==> src/rtl/packet_injector.sv <==
// Local-port packet injector: turns a packet request into a HEAD flit that carries
// the relative address, then streams the payload words as BODY/TAIL flits through
// a single-entry registered output stage.
module packet_injector #(
  parameter int address_length   = 16,
  parameter int x_address_length = 8,
  parameter int y_address_length = 8,
  parameter int DATA_WIDTH       = 32,
  parameter int LEN_WIDTH        = 4
) (
  input  logic                        clk,
  input  logic                        rst,
  input  logic [x_address_length-1:0] local_x,
  input  logic [y_address_length-1:0] local_y,
  input  logic                        pkt_valid,
  output logic                        pkt_ready,
  input  logic [x_address_length-1:0] pkt_dest_x,
  input  logic [y_address_length-1:0] pkt_dest_y,
  input  logic [LEN_WIDTH-1:0]        pkt_len,
  input  logic                        data_valid,
  output logic                        data_ready,
  input  logic [DATA_WIDTH-1:0]       data_in,
  output logic                        flit_valid,
  input  logic                        flit_ready,
  output logic [1:0]                  flit_type,
  output logic [DATA_WIDTH-1:0]       flit_data,
  output logic                        busy,
  output logic [15:0]                 pkt_count
);

  localparam logic [1:0] TYPE_BODY      = 2'b00;
  localparam logic [1:0] TYPE_HEAD      = 2'b01;
  localparam logic [1:0] TYPE_TAIL      = 2'b10;
  localparam logic [1:0] TYPE_HEAD_TAIL = 2'b11;

  typedef enum logic {
    IDLE = 1'b0,
    BODY = 1'b1
  } state_t;

  state_t                      state;
  state_t                      state_nxt;
  logic [LEN_WIDTH-1:0]        remaining;
  logic                        can_load;
  logic                        pkt_accept;
  logic                        word_accept;
  logic [x_address_length-1:0] x_rel;
  logic [y_address_length-1:0] y_rel;
  logic [DATA_WIDTH-1:0]       head_data;

  // State register; a reset mid-packet simply abandons the packet.
  always_ff @(posedge clk or posedge rst) begin
    if (rst) state <= IDLE;
    else     state <= state_nxt;
  end

  // Handshake readies and next state; only one side is ever ready, selected by state.
  always_comb begin
    can_load   = !flit_valid || flit_ready;
    pkt_ready  = 1'b0;
    data_ready = 1'b0;
    state_nxt  = state;
    case (state)
      IDLE: begin
        pkt_ready = can_load && !rst;
        if (pkt_valid && pkt_ready && (pkt_len != '0)) state_nxt = BODY;
      end
      BODY: begin
        data_ready = can_load && !rst;
        if (data_valid && data_ready && (remaining == LEN_WIDTH'(1))) state_nxt = IDLE;
      end
      default: state_nxt = IDLE;
    endcase
  end

  assign pkt_accept  = pkt_valid && pkt_ready;
  assign word_accept = data_valid && data_ready;
  assign busy        = (state != IDLE) || flit_valid;

  // HEAD word: wrapped two's-complement offsets in the low bits, length just above.
  always_comb begin
    x_rel     = pkt_dest_x - local_x;
    y_rel     = pkt_dest_y - local_y;
    head_data = '0;
    head_data[address_length-1:0] = {y_rel, x_rel};
    head_data[address_length+LEN_WIDTH-1:address_length] = pkt_len;
  end

  // Output flit register; contents only change when the slot is free or draining.
  always_ff @(posedge clk or posedge rst) begin
    if (rst) begin
      flit_valid <= 1'b0;
      flit_type  <= TYPE_BODY;
      flit_data  <= '0;
    end else if (pkt_accept) begin
      flit_valid <= 1'b1;
      flit_type  <= (pkt_len == '0) ? TYPE_HEAD_TAIL : TYPE_HEAD;
      flit_data  <= head_data;
    end else if (word_accept) begin
      flit_valid <= 1'b1;
      flit_type  <= (remaining == LEN_WIDTH'(1)) ? TYPE_TAIL : TYPE_BODY;
      flit_data  <= data_in;
    end else if (flit_ready) begin
      flit_valid <= 1'b0;
    end
  end

  // Payload words still owed for the current packet.
  always_ff @(posedge clk or posedge rst) begin
    if (rst)              remaining <= '0;
    else if (pkt_accept)  remaining <= pkt_len;
    else if (word_accept) remaining <= remaining - LEN_WIDTH'(1);
  end

  // Completed packets: counted when the last flit leaves, wrapping at 16 bits.
  always_ff @(posedge clk or posedge rst) begin
    if (rst) pkt_count <= '0;
    else if (flit_valid && flit_ready && flit_type[1]) pkt_count <= pkt_count + 16'd1;
  end

endmodule
==> config.mk <==
export PLATFORM = sky130hd
export DESIGN_NAME = packet_injector
export DESIGN_NICKNAME = d
export VERILOG_FILES = /design/src/rtl/packet_injector.sv
export SDC_FILE = /design/constraint.sdc
export NUM_CORES = 1
export LEC_CHECK = 0
export ABC_AREA = 0
export ABC_CLOCK_PERIOD_IN_PS = 4200
export CORE_UTILIZATION = 35
export DETAILED_ROUTE_END_ITERATION = 16
export PLACE_DENSITY_LB_ADDON = 0.08
export SYNTH_ARGS = -nofsm -noshare
export SYNTH_HDL_FRONTEND = slang
export SYNTH_SLANG_ARGS = --single-unit
==> constraint.sdc <==
create_clock -name clk -period 4.2 [get_ports clk]
set_input_delay 0.84 -clock clk [delete_from_list [all_inputs] [get_ports clk]]
set_output_delay 0.84 -clock clk [all_outputs]
set_load 0.005 [all_outputs]
==> flow_summary.yaml <==
timing:
  tns_ps: 0
  fin_crit_sh_pct: 72.3
  worst_slack_ps: 1160
  rsz0062_at_grt: "false"
  skew_ps: 5.44
  finalHoldViolCount: 0
  clock.fmax_mhz: 329
  hold_ws_ps: 482
  setup_viol: 0
  layout_min_cycle_time_ps: 3040
  maxSlewHeadroom_pct: 21.0
  tightest_slew_ps: 1180
  drv_slew: 0
logic_synthesis:
  yosys.area.top_type: "dfrtp_1"
  syn_area_um2: 3050
  post-synth-top-area-fraction_pct: 46.0
  synth_cells: 306
  muxShareOfSynthArea_pct: 2.01
  avgSynthCellArea_um2: 9.96
  seq_area_frac_synth_pct: 46.0
  synthXorXnorAreaFrac_pct: 6.04
  ys_types: 47
  synth_top_family_by_area: "compound AO/OA/AOI/OAI gates"
  synth_fa_ha_area_share_pct: 8.30
  synth_seq_cells: 56
  synth_area_leaders: "dfrtp_1, ha_1, nand2_1"
  yosys.area_share.simple_pct: 16.1
  async_flop_share_pct: 100
  ys_warn_count: 0
  synth.net_count: 398
  ys.flop_type: "dfrtp_1"
  synth-compound-area-share_pct: 16.9
  synth_edf_count: 0
drt:
  post_drt_via_cell_ratio: 4.99
  drtAntennaViolNets: 0
  route.detailed.drc: 0
  routed_wl_mm: 7.58
  drtIter0Drc: 146
  firstDrtPassIters: 5
  routedWlPerCell_um: 14.1
  dr_total_vias: 2687
clocking:
  cts.repair.resized: 0
  cts_hold_buf: 0
  cts_tree: "built"
  path_clk_slew_ps: 100
  cts_root_buffer: "clkbuf_8"
  clock_path_buffers: 2
  post-cts-setup-buffers: 0
  clock_latency_ps: 310
  cts_max_level: 2
  numCtsBuffers: 5
  clock_sinks: 56
setup_path:
  cpMaxStageDelayCell: "clkdlybuf4s50_1"
  crit_fanout: 6
  critPathMostFrequentCell: "clkdlybuf4s50_1"
  critPathKind: "input port to primary output"
  cpPeakStageDelay_ps: 550
  crit_family: "buffers and inverters"
  arrival_ps: 2200
  cp_num_buf_inv: 2
  crit_chain: "clkdlybuf4s50_1 -> nor3_1 -> clkdlybuf4s50_1"
  cp.required_ps: 3360
  end_kind: "primary output"
  start_kind: "input port"
global_route:
  antenna_found_initial: 0
  grt_usage_pct: 17.4
  grt_max_degree: 58
  grt_pass1_wl_mm: 12.3
  grt_pass1_vias: 2653
  grt_overflow: 0
layout:
  drive_above_1_share_pct: 4.38
  final_nets: 525
  syn_to_final_growth_pct: 47.7
  num_antenna_cells: 0
  multi_input_area_um2: 1500
  seqCellArea_um2: 1400
  fin_area_um2: 4500
  fillers: 792
  fin_cells: 539
placement:
  hpwl_mm: 5.76
  dp_cells: 531
  placed_area_um2: 4410
  place_congestion: 0.833
  io_buffers: 126
  dp_slack_ps: 987
die:
  num_io_pins: 127
  dieArea_um2: 9080
  core_um2: 8340
  die_h_um: 95.3
  initial_core_util_pct: 36.5
  placementRows: 33
  die-width_um: 95.3
worst_hold_path:
  min_path_type: "flip-flop to flip-flop"
flow_run:
  maxCapViolCount: 0
power_and_ir_drop:
  power.density_nw_per_um2: 460
  peakVddDrop_v: 0.000214
  power.leakage_nw: 1.96
status:
  status: "completed"
[kinds of logic (layout without fill, tap and decap cells)]
kind of cell	Yosys count	in the layout
compound gates	73	73
mux	6	6
flops	56	56
buf+inv	32	160
fa+ha+maj	19	19
simple gates	99	99
xor+xnor	21	21
[sequential cells by signal, summed over array words and instances (netlist names)]
signal and count:
flit_data 32, pkt_count 16, remaining 4, flit_type 2
flit_valid 1, state 1
[worst register-to-register path: stages, from the launching register on]
cell and delay [ps]:
dfrtp_1 430, nor2b_4 250, nor3_4 60, buf_4 230, nor2_2 920, a221oi_1 220
o21ai_0 130
[area by class of cell]
type	instances	share of cell area, %
clock buffers	6	1.61
repair buffers	130	28.7
multi-input cells	218	33.4
flip-flops and latches	56	31.1
clock inverters	2	0.362
well taps	105	2.92
inverters	22	1.84
[stage by stage]
stage / util (%) / power, mW
final: 53.9 / 2.07
after global routing: 53.9 / 2.22
after CTS: 53.9 / 2.10
after detailed placement: 52.9 / 1.79
after global placement: 52.9 / 1.78
after floorplan: - / 1.25
[power breakdown]
group / switching (mW) / internal (mW)
combinational: 0.328 / 0.567
sequential: 0.143 / 0.735
clock: 0.179 / 0.119
total: 0.649 / 1.42
[cell usage after synthesis (2+ instances only)]
library cell	count
a22oi_1	3
nand3b_1	2
a22o_1	12
and3_1	5
o21bai_1	2
nand2_1	41
a221o_1	4
ha_1	17
nor4_1	2
xnor2_1	16
o211ai_1	2
and4_1	2
nand3_1	8
dfrtp_1	56
nand2b_1	4
a211o_1	2
xor2_1	5
or3_1	2
nand4_1	5
nor2_1	14
inv_1	22
fa_1	2
a31oi_1	2
a21oi_1	7
o21ai_0	21
o21a_1	2
a21o_1	2
nor3_1	8
a222oi_1	2
mux2i_1	5
a211oi_1	6
buf_2	8
[worst paths after layout]
| path | start | to | slack (ps) | cells after the start |
|---|---|---|---|---|
| max | rst | data_ready | 1160 | 3 |
| min | pkt_count[15] | pkt_count[15] | 480 | 1 |
| max reg2reg | flit_valid | flit_data[7] | 1880 | 6 |
| min reg2reg | pkt_count[15] | pkt_count[15] | 480 | 1 |
| max in group asynchronous | rst | remaining[3] | 2460 | 3 |
| min in group asynchronous | rst | pkt_count[0] | 1280 | 3 |
[placed cells by master (no fill, tap or decap), drive strengths merged, types with 3 or more instances in the layout]
master	n
clkdlybuf4s50	126
nor2	15
mux2i	5
buf	4
a22oi	3
a221o	4
a22o	12
dfrtp	56
nand2b	4
inv	22
o21ai	21
nand3	8
nor3	9
a211oi	6
nand4	5
ha	17
clkbuf	6
xnor2	16
xor2	5
and3	5
nand2	41
a21oi	7
and4	3
[metal layers]
metal / wire, µm / part of all wire, % / up-vias / global-route usage (%)
met5: 0 / 0 / - / 0
met4: 50 / 0.66 / 0 / 4.04
met3: 379 / 5.0 / 5 / 3.83
met2: 3570 / 47 / 76 / 28.5
met1: 3580 / 47 / 1261 / 23.4
li1: - / - / 1345 / -
Note: power is estimated with default switching activity, not from simulation.
